File: config.mk
export PLATFORM = sky130hd
export DESIGN_NAME = sar_search_ctrl
export DESIGN_NICKNAME = d
export VERILOG_FILES = /design/src/rtl/sar_search_ctrl.sv
export SDC_FILE = /design/constraint.sdc
export NUM_CORES = 1
export LEC_CHECK = 0
export CAP_MARGIN = 10
export CORE_UTILIZATION = 40
export DETAILED_ROUTE_END_ITERATION = 16
export SLEW_MARGIN = 20
export SYNTH_ARGS = -nofsm -noshare
export SYNTH_HDL_FRONTEND = slang
export SYNTH_SLANG_ARGS = --single-unit
File: constraint.sdc
create_clock -name clk -period 1.5 [get_ports clk]
set_input_delay 0.45 -clock clk [delete_from_list [all_inputs] [get_ports clk]]
set_output_delay 0.45 -clock clk [all_outputs]
set_load 0.05 [all_outputs]
File: src/rtl/sar_search_ctrl.sv
// sar_search_ctrl
//   Successive-approximation search controller. It drives trial values onto
//   the B operand of an external magnitude comparator and reads back its
//   greater/equal/lesser flags to resolve the comparator's A operand MSB-first.
//   Each trial is held for SETTLE cycles before the flags are sampled.
//
// Parameters
//   WIDTH   operand width (matches the comparator A/B width)
//   SETTLE  cycles each trial is held before sampling, 1..15
//
// Ports
//   clk          in   rising-edge clock
//   reset_n      in   asynchronous active-low reset
//   start        in   begin a search (sampled only in IDLE)
//   guess        out  registered trial value to the comparator B input
//   cmp_greater  in   comparator flag A >  guess
//   cmp_equal    in   comparator flag A == guess
//   cmp_lesser   in   comparator flag A <  guess
//   busy         out  high while a search is running
//   done         out  one-cycle pulse when a search ends
//   result       out  search result, held until the next accepted start
//   exact        out  equal flag seen at the final sample
//   err          out  flags were not one-hot at a sample
module sar_search_ctrl #(
    parameter int WIDTH  = 4,
    parameter int SETTLE = 1
) (
    input  logic             clk,
    input  logic             reset_n,
    input  logic             start,
    output logic [WIDTH-1:0] guess,
    input  logic             cmp_greater,
    input  logic             cmp_equal,
    input  logic             cmp_lesser,
    output logic             busy,
    output logic             done,
    output logic [WIDTH-1:0] result,
    output logic             exact,
    output logic             err
);

    localparam int IW = (WIDTH > 1) ? $clog2(WIDTH) : 1;

    localparam logic [WIDTH-1:0] ONE        = WIDTH'(1);
    localparam logic [WIDTH-1:0] MSB        = ONE << (WIDTH - 1);
    localparam logic [IW-1:0]    IDX_TOP    = IW'(WIDTH - 1);
    localparam logic [3:0]       CNT_RELOAD = 4'(SETTLE - 1);

    typedef enum logic [1:0] {
        IDLE = 2'd0,
        TRY  = 2'd1,
        DONE = 2'd2
    } state_t;

    state_t           state_q, state_d;
    logic [WIDTH-1:0] guess_q, guess_d;
    logic [IW-1:0]    idx_q, idx_d;
    logic [3:0]       cnt_q, cnt_d;
    logic [WIDTH-1:0] result_q, result_d;
    logic             exact_q, exact_d;
    logic             err_q, err_d;

    logic [WIDTH-1:0] cur_bit;
    logic [WIDTH-1:0] kept;
    logic             flags_onehot;

    // Bit currently under test and the trial value after resolving it.
    assign cur_bit = ONE << idx_q;
    assign kept    = cmp_greater ? guess_q : (guess_q & ~cur_bit);

    // All-zero flags (comparator still in reset) or multiple flags are
    // treated as a broken comparator rather than a decision.
    assign flags_onehot = ({cmp_greater, cmp_equal, cmp_lesser} == 3'b100) ||
                          ({cmp_greater, cmp_equal, cmp_lesser} == 3'b010) ||
                          ({cmp_greater, cmp_equal, cmp_lesser} == 3'b001);

    always_ff @(posedge clk or negedge reset_n) begin
        if (!reset_n) begin
            state_q  <= IDLE;
            guess_q  <= '0;
            idx_q    <= '0;
            cnt_q    <= '0;
            result_q <= '0;
            exact_q  <= 1'b0;
            err_q    <= 1'b0;
        end else begin
            state_q  <= state_d;
            guess_q  <= guess_d;
            idx_q    <= idx_d;
            cnt_q    <= cnt_d;
            result_q <= result_d;
            exact_q  <= exact_d;
            err_q    <= err_d;
        end
    end

    always_comb begin
        state_d  = state_q;
        guess_d  = guess_q;
        idx_d    = idx_q;
        cnt_d    = cnt_q;
        result_d = result_q;
        exact_d  = exact_q;
        err_d    = err_q;

        unique case (state_q)
            IDLE: begin
                guess_d = '0;
                if (start) begin
                    state_d  = TRY;
                    guess_d  = MSB;
                    idx_d    = IDX_TOP;
                    cnt_d    = CNT_RELOAD;
                    result_d = '0;
                    exact_d  = 1'b0;
                    err_d    = 1'b0;
                end
            end

            TRY: begin
                if (cnt_q != 4'd0) begin
                    cnt_d = cnt_q - 4'd1;
                end else if (!flags_onehot) begin
                    err_d    = 1'b1;
                    result_d = guess_q & ~cur_bit;
                    guess_d  = '0;
                    state_d  = DONE;
                end else if (cmp_equal) begin
                    // Exact hit: remaining bits are already zero in guess.
                    result_d = guess_q;
                    exact_d  = 1'b1;
                    guess_d  = '0;
                    state_d  = DONE;
                end else if (idx_q == '0) begin
                    result_d = kept;
                    guess_d  = '0;
                    state_d  = DONE;
                end else begin
                    guess_d = kept | (cur_bit >> 1);
                    idx_d   = idx_q - IW'(1);
                    cnt_d   = CNT_RELOAD;
                end
            end

            DONE: begin
                guess_d = '0;
                state_d = IDLE;
            end

            default: begin
                guess_d = '0;
                state_d = IDLE;
            end
        endcase
    end

    assign guess  = guess_q;
    assign busy   = (state_q == TRY);
    assign done   = (state_q == DONE);
    assign result = result_q;
    assign exact  = exact_q;
    assign err    = err_q;

endmodule

==> impl_metrics.tcl, run 1 <==
set metrics [dict create \
    status "complete, but fails checks" \
    violations "negative setup slack" \
    powerDensity_nw_per_um2 2220 \
    crit_required_ps 1730 \
    switching_share 0.430 \
    rsz0062_at_grt "yes" \
    ys.flop_type "dfrtp_1" \
    die_y_um 55.2 \
    crit_chain "inv_2, ha_4, or3b_4, a211oi_4, a32o_1" \
    clk-insertion-delay-late_ps 290 \
    cpLargestDelayFamily "compound AO/OA/AOI/OAI gates" \
    first_iter_violations 19 \
    combPwrFrac 0.707 \
    seqPwrFrac 0.220 \
    cts_buffers 3 \
    grt_pass1_vias 1080 \
    slew_viol_final 0 \
    h-tree-depth 1 \
    async_reset_ff_frac 1.00 \
    grt_start_max_net_pins 19 \
    synthDominantCellAreaShare 0.398 \
    antennaDiodeCount 0 \
    synth-seq-area-share 0.398 \
    vias 1089 \
    hold_ws_ps 478 \
    synthTopCellsByArea "dfrtp_1, ha_1, a32o_1, o21ai_0, inv_1" \
    placed_cells 177 \
    initial_core_util 0.441 \
    synthesis.nets 121 \
    cts_root_buffer "clkbuf_4" \
    final_util 0.743 \
    vias_per_cell 5.58 \
    synthDistinctLibCells 43 \
    synth_edf_count 0 \
    drive_above_1_share 0.509 \
    layout_common_cells "buf_4, dfrtp_1, buf_12, o21ai_0, a32o_1" \
    hold_path_class "input pin to asynchronous set/reset pin" \
    p_switching_mw 1.82 \
    fin_ws_ps -189 \
    final_cell_count_no_fill 195 \
    place_ws_ps -461 \
    yosysWarningCount 0 \
    relSlewSlack 0.745 \
    synth-seq-cells 18 \
    worstMarginPinSlew_ps 383 \
    setup_tns_ps -1690 \
    maxCapViolations 0 \
    core-area_um2 2570 \
    arrival_ps 1920 \
    grt_antenna_before_repair 0 \
    gp_congestion 0.851 \
    fp.dieArea_um2 3040 \
    power_frac_clock 0.073 \
    postCtsHoldBufs 0 \
    drt_wl_total_um 3160 \
    dpl.hpwl_um 2230 \
    grt_overflow 0 \
    wl_per_cell_um 16.2 \
    clockBufferDepth 2 \
    cts_tree "built" \
    crit_type "flip-flop to flip-flop" \
    die_width_um 55.2 \
    io_buffers 17 \
    seq_area_um2 453 \
    yosys.area.top_type "dfrtp_1" \
    nFillCells 190 \
    period_needed_ps 1690 \
    finClkSkew_ps 5.42 \
    final_common_cell "buf_4" \
    irDropWorstVdd_uv 1570 \
    period_share 1.13 \
    grt_use_total 0.228 \
    syn_area_um2 1130 \
    area_delta_synth_final_pct 68.6 \
    rows 18 \
    syn_avg_cell_area_um2 10.4 \
    worst-path-max-fanout 5 \
    firstDrtPassIters 4 \
    setup_viol 15 \
    ant_nets 0 \
    end_kind "flip-flop" \
    hold_violations 0 \
    clk_pin_slew_ps 110 \
    cpPeakStageDelay_ps 420 \
    drc 0 \
    p_leak_nw 0.823 \
    postSynthCellCount 109 \
    grt_pass1_wl_um 4800 \
    ioPinCount 18 \
    power.internal_mw 2.42 \
    start_kind "flip-flop" \
    path_buf_inv 1 \
    fmax_mhz 592 \
    clkSinkCount 18 \
    cpMaxStageDelayCell "dfrtp_1" \
    multi_input_area_um2 748 \
    nNetsFinal 178 \
]
layout make-up:
cell class              instances  area share
clock buffers                   4      0.0190
flip-flops and latches         18       0.238
well taps                      30      0.0197
multi-input cells              78       0.392
repair buffers                 57       0.314
inverters                       8      0.0177
state kept, by name, indices dropped and copies added, names as in the netlist:
name,flops
result,4
guess,4
exact,1
state_q,2
cnt_q,4
err,1
idx_q,2
power groups by stage:
| stage | combinational (mW) | sequential (mW) | clock, mW |
|---|---|---|---|
| global route | 3.21 | 0.961 | 0.338 |
| detailed placement | 2.47 | 0.933 | 0 |
| floorplan | 1.06 | 1.17 | 0 |
| CTS | 2.60 | 0.917 | 0.311 |
| finish | 3.00 | 0.934 | 0.308 |
| global placement | 2.43 | 0.926 | 0 |
timing repair:
item | CTS | global route
setup buffers | 4 | 10
pin swaps | 4 | 13
gates resized for setup | 9 | 14
gates cloned | 0 | 0
endpoints found under the setup margin | 15 | 17
path summary, 6_finish.rpt:
check / startpoint / endpoint / slack (ps) / cells after the start
setup / recovery: cnt_q[0]$_DFFE_PN0P_ / result[2]$_DFFE_PN0P_ / -190 / 5
setup reg to reg: cnt_q[0]$_DFFE_PN0P_ / result[2]$_DFFE_PN0P_ / -190 / 5
min in group clk: exact$_DFFE_PN0P_ / exact$_DFFE_PN0P_ / 570 / 1
max in group asynchronous: reset_n / idx_q[0]$_DFFE_PN0P_ / 810 / 2
hold / removal: reset_n / err$_DFFE_PN0P_ / 480 / 2
hold reg to reg: exact$_DFFE_PN0P_ / exact$_DFFE_PN0P_ / 570 / 1
Yosys cell counts, types with 2 or more instances:
cell and instances:
a311oi_1 2, a221o_1 2, o21ai_0 6, nor3b_1 3, mux2i_1 2, nand2_1 3, buf_2 2, ha_1 6
nor3_1 2, nand2b_1 3, a21oi_1 3, inv_1 8, o32ai_1 2, dfrtp_1 18, a31oi_1 2, a32o_1 6
o31ai_1 2, buf_4 2, nor2b_1 3, and2_1 2, nor2_1 8
cell families (layout without fill, tap and decap cells):
group	after synthesis	in the layout	synth area share
AO/OA/AOI/OAI	34	34	0.247
XOR/XNOR	3	3	0.0398
adder cells (fa/ha/maj)	6	6	0.0664
buffers and inverters	13	69	0.0520
flip-flops	18	18	0.398
multiplexers	2	2	0.0177
AND/OR/NAND/NOR	33	33	0.179
layer usage:
layer	global-route usage	part of all wire	up-vias
met5	0	0	-
met3	0.0273	0.033	6
met4	0.0542	0.016	0
met1	0.304	0.48	533
met2	0.390	0.47	24
li1	-	-	526
through the flow:
| stage | cell area (um2) | total power [mW] |
|---|---|---|
| final | 1910 | 4.24 |
| after global routing | 1910 | 4.51 |
| after CTS | 1750 | 3.83 |
| after detailed placement | 1660 | 3.40 |
| after global placement | 1660 | 3.36 |
| after floorplan | 1170 | 2.23 |
Power figures use the tool's default switching activity.
==> run 2: changes to the inputs <==
--- a/config.mk
+++ b/config.mk
@@ -6,8 +6,10 @@
 export NUM_CORES = 1
 export LEC_CHECK = 0
 export CAP_MARGIN = 10
-export CORE_UTILIZATION = 40
+export CORE_UTILIZATION = 41
+export CTS_BUF_LIST = sky130_fd_sc_hd__clkbuf_16
 export DETAILED_ROUTE_END_ITERATION = 16
+export PLACE_DENSITY = 0.66
 export SLEW_MARGIN = 20
 export SYNTH_ARGS = -nofsm -noshare
 export SYNTH_HDL_FRONTEND = slang
==> impl_metrics.tcl, run 2 (synthesis gave the netlist of run 1 again) <==
set metrics [dict create \
    fin_ws_ps -104 \
    end_kind "flip-flop" \
    grt_pass1_vias 1072 \
    drc 0 \
    grt_antenna_before_repair 0 \
    r2r_cells 6 \
    postCtsHoldBufs 0 \
    clockBufferDepth 2 \
    finClkSkew_ps 5.46 \
    firstDrtPassIters 4 \
    rsz0062_at_grt "yes" \
    irDropWorstVdd_uv 1780 \
    clk_pin_slew_ps 60 \
    clk-insertion-delay-late_ps 250 \
    crit_path_start "cnt_q[1]$_DFFE_PN0P_" \
    period_needed_ps 1600 \
    slew_viol_final 0 \
    rrSetupSlack_ps -100 \
    crit_type "flip-flop to flip-flop" \
    setup_tns_ps -530 \
    drive_above_1_share 0.484 \
    r2r-end "guess[0]$_DFFE_PN0P_" \
    dpl.hpwl_um 2270 \
    hold_path_class "input pin to asynchronous set/reset pin" \
    h-tree-depth 1 \
    setup_viol 14 \
    maxCapViolations 0 \
    io_buffers 17 \
    grt_overflow 0 \
    fp.dieArea_um2 2970 \
    hold_ws_ps 541 \
    cpLargestDelayFamily "simple AND/OR/NAND/NOR gates" \
    wl_per_cell_um 18.0 \
    grt_pass1_wl_um 4820 \
    nNetsFinal 172 \
    status "complete, but fails checks" \
    die_y_um 54.5 \
    p_leak_nw 0.813 \
    worstMarginPinSlew_ps 425 \
    relSlewSlack 0.716 \
    fmax_mhz 623 \
    period_share 1.07 \
    vias 1116 \
    ioPinCount 18 \
    core-area_um2 2540 \
    cpMaxStageDelayCell "or3b_4" \
    powerDensity_nw_per_um2 2300 \
    final_common_cell "buf_4" \
    layout_common_cells "buf_4, dfrtp_1, buf_12" \
    violations "negative setup slack" \
    worst-path-max-fanout 4 \
    r2r-start "cnt_q[1]$_DFFE_PN0P_" \
    grt_start_max_net_pins 19 \
    crit_cells 6 \
    cts_buffers 3 \
    crit_chain "inv_2, ha_4, or3b_4, buf_4, a32oi_2, o32ai_2" \
    grt_use_total 0.234 \
    first_iter_violations 36 \
    final_cell_count_no_fill 189 \
    cpPeakStageDelay_ps 420 \
    antennaDiodeCount 0 \
    drt_wl_total_um 3410 \
    die_width_um 54.5 \
    ant_nets 0 \
    clkSinkCount 18 \
    start_kind "flip-flop" \
    path_buf_inv 2 \
    placed_cells 175 \
    rows 18 \
    power_mw 4.36 \
    cts_root_buffer "clkbuf_16" \
    cts_tree "built" \
    cp-endpoint "guess[0]$_DFFE_PN0P_" \
    initial_core_util 0.444 \
    area_delta_synth_final_pct 67.8 \
    crit_required_ps 1620 \
    vias_per_cell 5.90 \
    arrival_ps 1720 \
    gp_congestion 0.920 \
    hold_violations 0 \
]
-- run 2: worst reg2reg max path, cell delays in order, from the launching register on --
cell,delay (ps)
dfrtp_1,380
inv_2,80
ha_4,140
or3b_4,420
buf_4,170
a32oi_2,180
o32ai_2,100
-- run 2: layout make-up --
type / count / area (um2)
fillers: 160 / 647
well taps: 30 / 37.5
flip-flops and latches: 18 / 453
clock inverters: 1 / 3.75
multi-input cells: 78 / 738
repair buffers: 51 / 557
clock buffers: 3 / 75.1
inverters: 8 / 33.8
-- run 2: layer usage --
layer  vias to the layer above  track usage  wire length (um)
li1                        511            -                 -
met1                       556        0.282              1480
met2                        41        0.421              1710
met3                         8       0.0500               157
met4                         0       0.0513                60
met5                         -            0                 0
-- run 2: what timing repair did --
action | CTS | global route
gates cloned | 0 | 0
buffers inserted | 8 | 2
pin swaps | 9 | 6
gates resized for setup | 10 | 13
setup endpoints to repair | 17 | 16
-- run 2: through the flow --
step	utilization	instance area, um2	setup slack [ps]
floorplan	-	1170	0.988
global placement	0.648	1650	-439
detailed placement	0.648	1650	-483
CTS	0.713	1820	-116
global route	0.746	1900	-134
finish	0.746	1900	-104
-- run 2: worst min path at each step --
stage	cells past startpoint	endpoint	from
after global routing	2	exact$_DFFE_PN0P_	reset_n
final	2	exact$_DFFE_PN0P_	reset_n
after detailed placement	1	result[2]$_DFFE_PN0P_	result[2]$_DFFE_PN0P_
after global placement	1	exact$_DFFE_PN0P_	exact$_DFFE_PN0P_
after CTS	2	exact$_DFFE_PN0P_	reset_n
after floorplan	0	cnt_q[0]$_DFFE_PN0P_	reset_n
-- run 2: power by group --
group          switching [mW]  internal [mW]  leakage [nW]
combinational            1.42           1.48         0.544
sequential              0.249          0.683         0.227
clock                   0.182          0.354        0.0423
==> run 3: changes to the inputs <==
--- a/config.mk
+++ b/config.mk
@@ -5,7 +5,7 @@
 export SDC_FILE = /design/constraint.sdc
 export NUM_CORES = 1
 export LEC_CHECK = 0
-export CAP_MARGIN = 10
+export CAP_MARGIN = 0
 export CORE_UTILIZATION = 41
 export CTS_BUF_LIST = sky130_fd_sc_hd__clkbuf_16
 export DETAILED_ROUTE_END_ITERATION = 16
==> results of run 3 <==
Same layout as run 2: the final DEF is identical, and so are final timing and power.
